$ cat config.mk
export PLATFORM = sky130hd
export DESIGN_NAME = addsub16_diff
export DESIGN_NICKNAME = d
export VERILOG_FILES = /design/src/rtl/addsub16_diff.sv
export SDC_FILE = /design/constraint.sdc
export NUM_CORES = 1
export LEC_CHECK = 0
export ABC_AREA = 0
export CAP_MARGIN = 20
export CORE_ASPECT_RATIO = 1.25
export CORE_MARGIN = 2
export CORE_UTILIZATION = 50
export CTS_CLUSTER_DIAMETER = 150
export DETAILED_ROUTE_END_ITERATION = 8
export GPL_ROUTABILITY_DRIVEN = 1
export PLACE_DENSITY = 0.75
export SKIP_CTS_REPAIR_TIMING = 1
export SYNTH_ARGS = -nofsm -noshare
export SYNTH_HDL_FRONTEND = slang
export SYNTH_SLANG_ARGS = --single-unit
$ cat constraint.sdc
create_clock -name CLK -period 4 [get_ports CLK]
set_input_delay 0.4 -clock CLK [delete_from_list [all_inputs] [get_ports CLK]]
set_output_delay 0.4 -clock CLK [all_outputs]
set_load 0.01 [all_outputs]
$ cat src/rtl/addsub16_diff.sv
// addsub16_diff -- differencing stage for a 16-bit accumulated sample stream.
//
// Recovers the per-step increment between consecutive samples with a
// borrow/wrap flag. One-cycle registered latency.
//
// Ports:
//   CLK     in   rising-edge clock
//   RST     in   synchronous active-high reset
//   EN      in   sample strobe
//   LOAD    in   active-low re-prime (captures DATA, no difference)
//   ctl     in   0: DOUT = DATA - prev, 1: DOUT = prev - DATA
//   DATA    in   [15:0] accumulated sample
//   DOUT    out  [15:0] recovered step, modulo 2^16
//   BOUT    out  borrow, subtraction wrapped
//   VALID   out  one-cycle pulse on each new difference
//   PRIMED  out  reference register holds a valid sample
//   CNT     out  [7:0] differences since last prime, saturating at 255
//   STEADY  out  (only with ADDSUB16_DIFF_STEADY_EN) step repeated the
//                previous difference exactly
//
// Optional feature macro: ADDSUB16_DIFF_STEADY_EN

module addsub16_diff (
  input  logic        CLK,
  input  logic        RST,
  input  logic        EN,
  input  logic        LOAD,
  input  logic        ctl,
  input  logic [15:0] DATA,
  output logic [15:0] DOUT,
  output logic        BOUT,
  output logic        VALID,
  output logic        PRIMED,
  output logic [7:0]  CNT
`ifdef ADDSUB16_DIFF_STEADY_EN
  ,
  output logic        STEADY
`endif
);

  typedef enum logic {
    ST_EMPTY  = 1'b0,
    ST_PRIMED = 1'b1
  } state_t;

  state_t      state;
  logic [15:0] prev;
  logic [16:0] diff;
  logic        prime;

  // 17-bit subtraction: bit 16 is the borrow out.
  always_comb begin
    diff = '0;
    if (ctl) diff = {1'b0, prev} - {1'b0, DATA};
    else     diff = {1'b0, DATA} - {1'b0, prev};
  end

  // LOAD is active-low; an EMPTY reference also forces a prime.
  assign prime  = !LOAD || (state == ST_EMPTY);
  assign PRIMED = (state == ST_PRIMED);

  always_ff @(posedge CLK) begin
    if (RST) begin
      state <= ST_EMPTY;
      prev  <= '0;
      DOUT  <= '0;
      BOUT  <= 1'b0;
      VALID <= 1'b0;
      CNT   <= '0;
    end else begin
      VALID <= 1'b0;
      if (EN) begin
        prev <= DATA;
        if (prime) begin
          state <= ST_PRIMED;
          CNT   <= '0;
        end else begin
          {BOUT, DOUT} <= diff;
          VALID        <= 1'b1;
          if (CNT != 8'hFF) CNT <= CNT + 8'd1;
        end
      end
    end
  end

`ifdef ADDSUB16_DIFF_STEADY_EN
  logic [15:0] last_step;
  logic        last_ctl;
  logic        last_vld;

  // The previous difference's borrow is still held in BOUT, so only the
  // step and direction need a separate copy.
  always_ff @(posedge CLK) begin
    if (RST) begin
      last_step <= '0;
      last_ctl  <= 1'b0;
      last_vld  <= 1'b0;
      STEADY    <= 1'b0;
    end else if (EN) begin
      if (prime) begin
        last_vld <= 1'b0;
        STEADY   <= 1'b0;
      end else begin
        last_step <= diff[15:0];
        last_ctl  <= ctl;
        last_vld  <= 1'b1;
        STEADY    <= last_vld && (CNT != 8'd0) && (diff[15:0] == last_step)
                     && (diff[16] == BOUT) && (ctl == last_ctl);
      end
    end
  end
`endif

endmodule

==> qor.yml <==
power_and_ir_drop:
  ir_drop_mv: 0.144
  p_per_area_nw_per_um2: 280
  power_mw: 1.05
  power_leakage_nw: 1.56
routing:
  ant_nets: 0
  wirelength_microns: 7730
  drcViolationCount: 0
  viasPerCell: 5.55
  wl_per_cell_microns: 14.8
  drt-initial-drc-count: 201
  num_vias: 2902
  first_pass_iters: 4
timing:
  holdWs_ns: 0.488
  rsz0062_at_grt: "false"
  max_freq_mhz: 362
  finalHoldViolations: 0
  fin_crit_ns: 2.76
  relSlewSlack: 0.477
  setup_violations: 0
  maxSlewViolCount: 0
  finalSetupTns_ns: 0
  finalCritPeriodShare: 0.691
  worst-slew-pin-transition_ns: 0.785
  skew_ns: 0.00463
placement:
  place.gp.congestion: 0.933
  portBuffers: 47
  dp_hpwl_microns: 6080
clock_tree:
  htreeDepth: 2
  cts_tree: "yes"
  clockBufferDepth: 2
  cts.sinks: 43
  clkTransAtPathRegs_ns: 0.08
  clock_latency_ns: 0.30
  clockRootBuffer: "clkbuf_8"
  numCtsBuffers: 5
layout:
  final_nets: 493
  drive_above_1_share: 0.0502
  area_growth_pct: 19.3
  antenna_cells: 0
synth:
  synthFlopType: "dfxtp_1"
  synth-async-reset-ratio: 0
  netlist_instances: 397
  yosys.cell_types.count: 55
  yosysSeqAreaShare: 0.272
  syn_nets: 453
  syn_avg_cell_area_sq_um: 7.96
  netlist_area_sq_um: 3160
  synth_warnings: 0
  ys_ff_latch: 43
  synth_edf_count: 0
critical_path:
  cp.arrival_ns: 2.91
  worstPathMaxFanout: 6
  critPathRequiredTime_ns: 4.15
  startpoint_type: "primary input"
  worstSetupPathType: "primary input to flop"
  rr_worst_depth: 7
  cp-end-kind: "flop"
  r2r-start: "prev[8]"
  regToRegEndpoint: "DOUT[15]"
  regToRegSetupSlack_ns: 1.57
grt:
  grt_pass1_vias: 2841
  gr-usage-met1: 0.290
  gr-usage-met3: 0.0316
  grt_usage: 0.234
  grt_antenna_before_repair: 0
  globalRouteOverflowTotal: 0
  grt_pass1_wl_microns: 12800
  grt_use_met2: 0.407
  grt_max_degree: 38
  grt_busiest_layer: "met2"
run_status:
  outcome: "completed"
floorplan:
  start_util: 0.516
  chipHeight_microns: 92.9
  core.rowCount: 32
  ios: 48
  dieArea_sq_um: 6970
  die_x_microns: 75.1
  fp.coreArea_sq_um: 6130
min_path:
  hold_depth: 2
  holdCritPathClass: "flop to flop"
  hp-start: "DOUT[8]"
  whs_endpoint: "DOUT[8]"
run:
  timing.max_cap.violations: 0
==> cells by family (layout without fill, tap and decap cells) <==
kind of cell | count (synthesis) | count (layout) | share of synthesized area
AO/OA/AOI/OAI | 109 | 109 | 0.240
adder cells (fa/ha/maj) | 35 | 35 | 0.143
AND/OR/NAND/NOR | 121 | 121 | 0.177
buffers and inverters | 58 | 99 | 0.0721
flip-flops | 43 | 43 | 0.272
multiplexers | 22 | 22 | 0.0697
XOR/XNOR | 9 | 9 | 0.0250
==> critical path, stage by stage <==
cell and delay (ns):
clkdlybuf4s50_1 0.51, inv_1 0.05, ha_1 0.37, a21oi_1 0.25
o2111ai_1 0.26, a2111oi_1 0.60, a221oi_2 0.14, xnor2_1 0.22
a21oi_1 0.10
==> final cells by class <==
| class | instances | area (sq um) |
|---|---|---|
| Tap cell | 85 | 106 |
| Multi-Input combinational cell | 296 | 2070 |
| Clock buffer | 6 | 72.6 |
| Timing Repair Buffer | 50 | 493 |
| Sequential cell | 43 | 861 |
| Fill cell | 562 | 2360 |
| Clock inverter | 2 | 12.5 |
| Inverter | 41 | 154 |
==> through the flow <==
step | worst slack, ns | utilization | instance area, sq um | std cells
global placement | 1.08 | 0.602 | 3680 | 515
global route | 1.14 | 0.615 | 3770 | 523
floorplan | 1.87 | - | 3160 | 397
finish | 1.24 | 0.615 | 3770 | 523
detailed placement | 0.994 | 0.602 | 3680 | 515
CTS | 1.30 | 0.615 | 3770 | 523
==> cells in the mapped netlist, drive strengths merged, types with 2 or more instances <==
library cell  count  share of area
o22ai             2         0.0059
xnor2             6          0.017
nor2             45          0.053
dfxtp            43           0.27
o211ai           11          0.028
a211oi            5          0.012
a32oi             2         0.0055
and3              3         0.0059
o21ai            26          0.042
mux2i            22          0.070
or2               2         0.0040
nor2b             3         0.0059
a31oi             3         0.0059
inv              41          0.049
o31ai             3          0.013
or3               5         0.0099
nand3            10          0.016
ha               33           0.13
a22oi             2         0.0048
clkbuf            7         0.0083
o2111ai           3          0.010
buf              10          0.015
nand2            31          0.039
fa                2          0.013
a221oi            2         0.0075
nand4             6          0.012
a2111oi           2         0.0063
o41ai             2          0.014
o311ai            2         0.0055
xor2              3         0.0083
a21o              3         0.0071
nor3              7          0.011
nand2b            6          0.012
a21oi            35          0.055
==> power by group <==
group          internal (mW)  switching (mW)  total, mW
clock                  0.122           0.158      0.281
sequential             0.446          0.0132      0.459
combinational          0.130           0.184      0.314
total                  0.698           0.355       1.05
==> layout by cell type (no fill, tap or decap), drive strengths merged, types with 5 or more instances in the layout <==
cell and count:
a211oi 5, a21oi 35, clkbuf 6, clkdlybuf4s50 47, dfxtp 43, ha 33, inv 41, mux2i 22
nand2 31, nand2b 6, nand3 10, nand4 6, nor2 45, nor3 7, o211ai 11, o21ai 26
or3 5, xnor2 6
==> worst max-delay path by stage <==
| stage | from | end | slack [ns] | cells past startpoint |
|---|---|---|---|---|
| floorplan | DATA[0] | DOUT[14] | 1.87 | 9 |
| global placement | DATA[0] | DOUT[14] | 1.08 | 10 |
| global route | DATA[0] | DOUT[10] | 1.14 | 9 |
| CTS | DATA[8] | DOUT[15] | 1.30 | 9 |
| detailed placement | DATA[8] | DOUT[15] | 0.99 | 9 |
| finish | DATA[8] | DOUT[15] | 1.24 | 9 |
==> layer usage <==
metal,up-vias,share of wire
met5,-,0
met4,0,0.021
met3,16,0.033
met2,72,0.50
met1,1340,0.44
li1,1474,-
==> flip-flops by register name, summed over array words and instances, names as in the netlist <==
signal and flops:
PRIMED 1, VALID 1, CNT 8, BOUT 1
DOUT 16, prev 16
No activity file was read; power rests on OpenSTA's default activity.
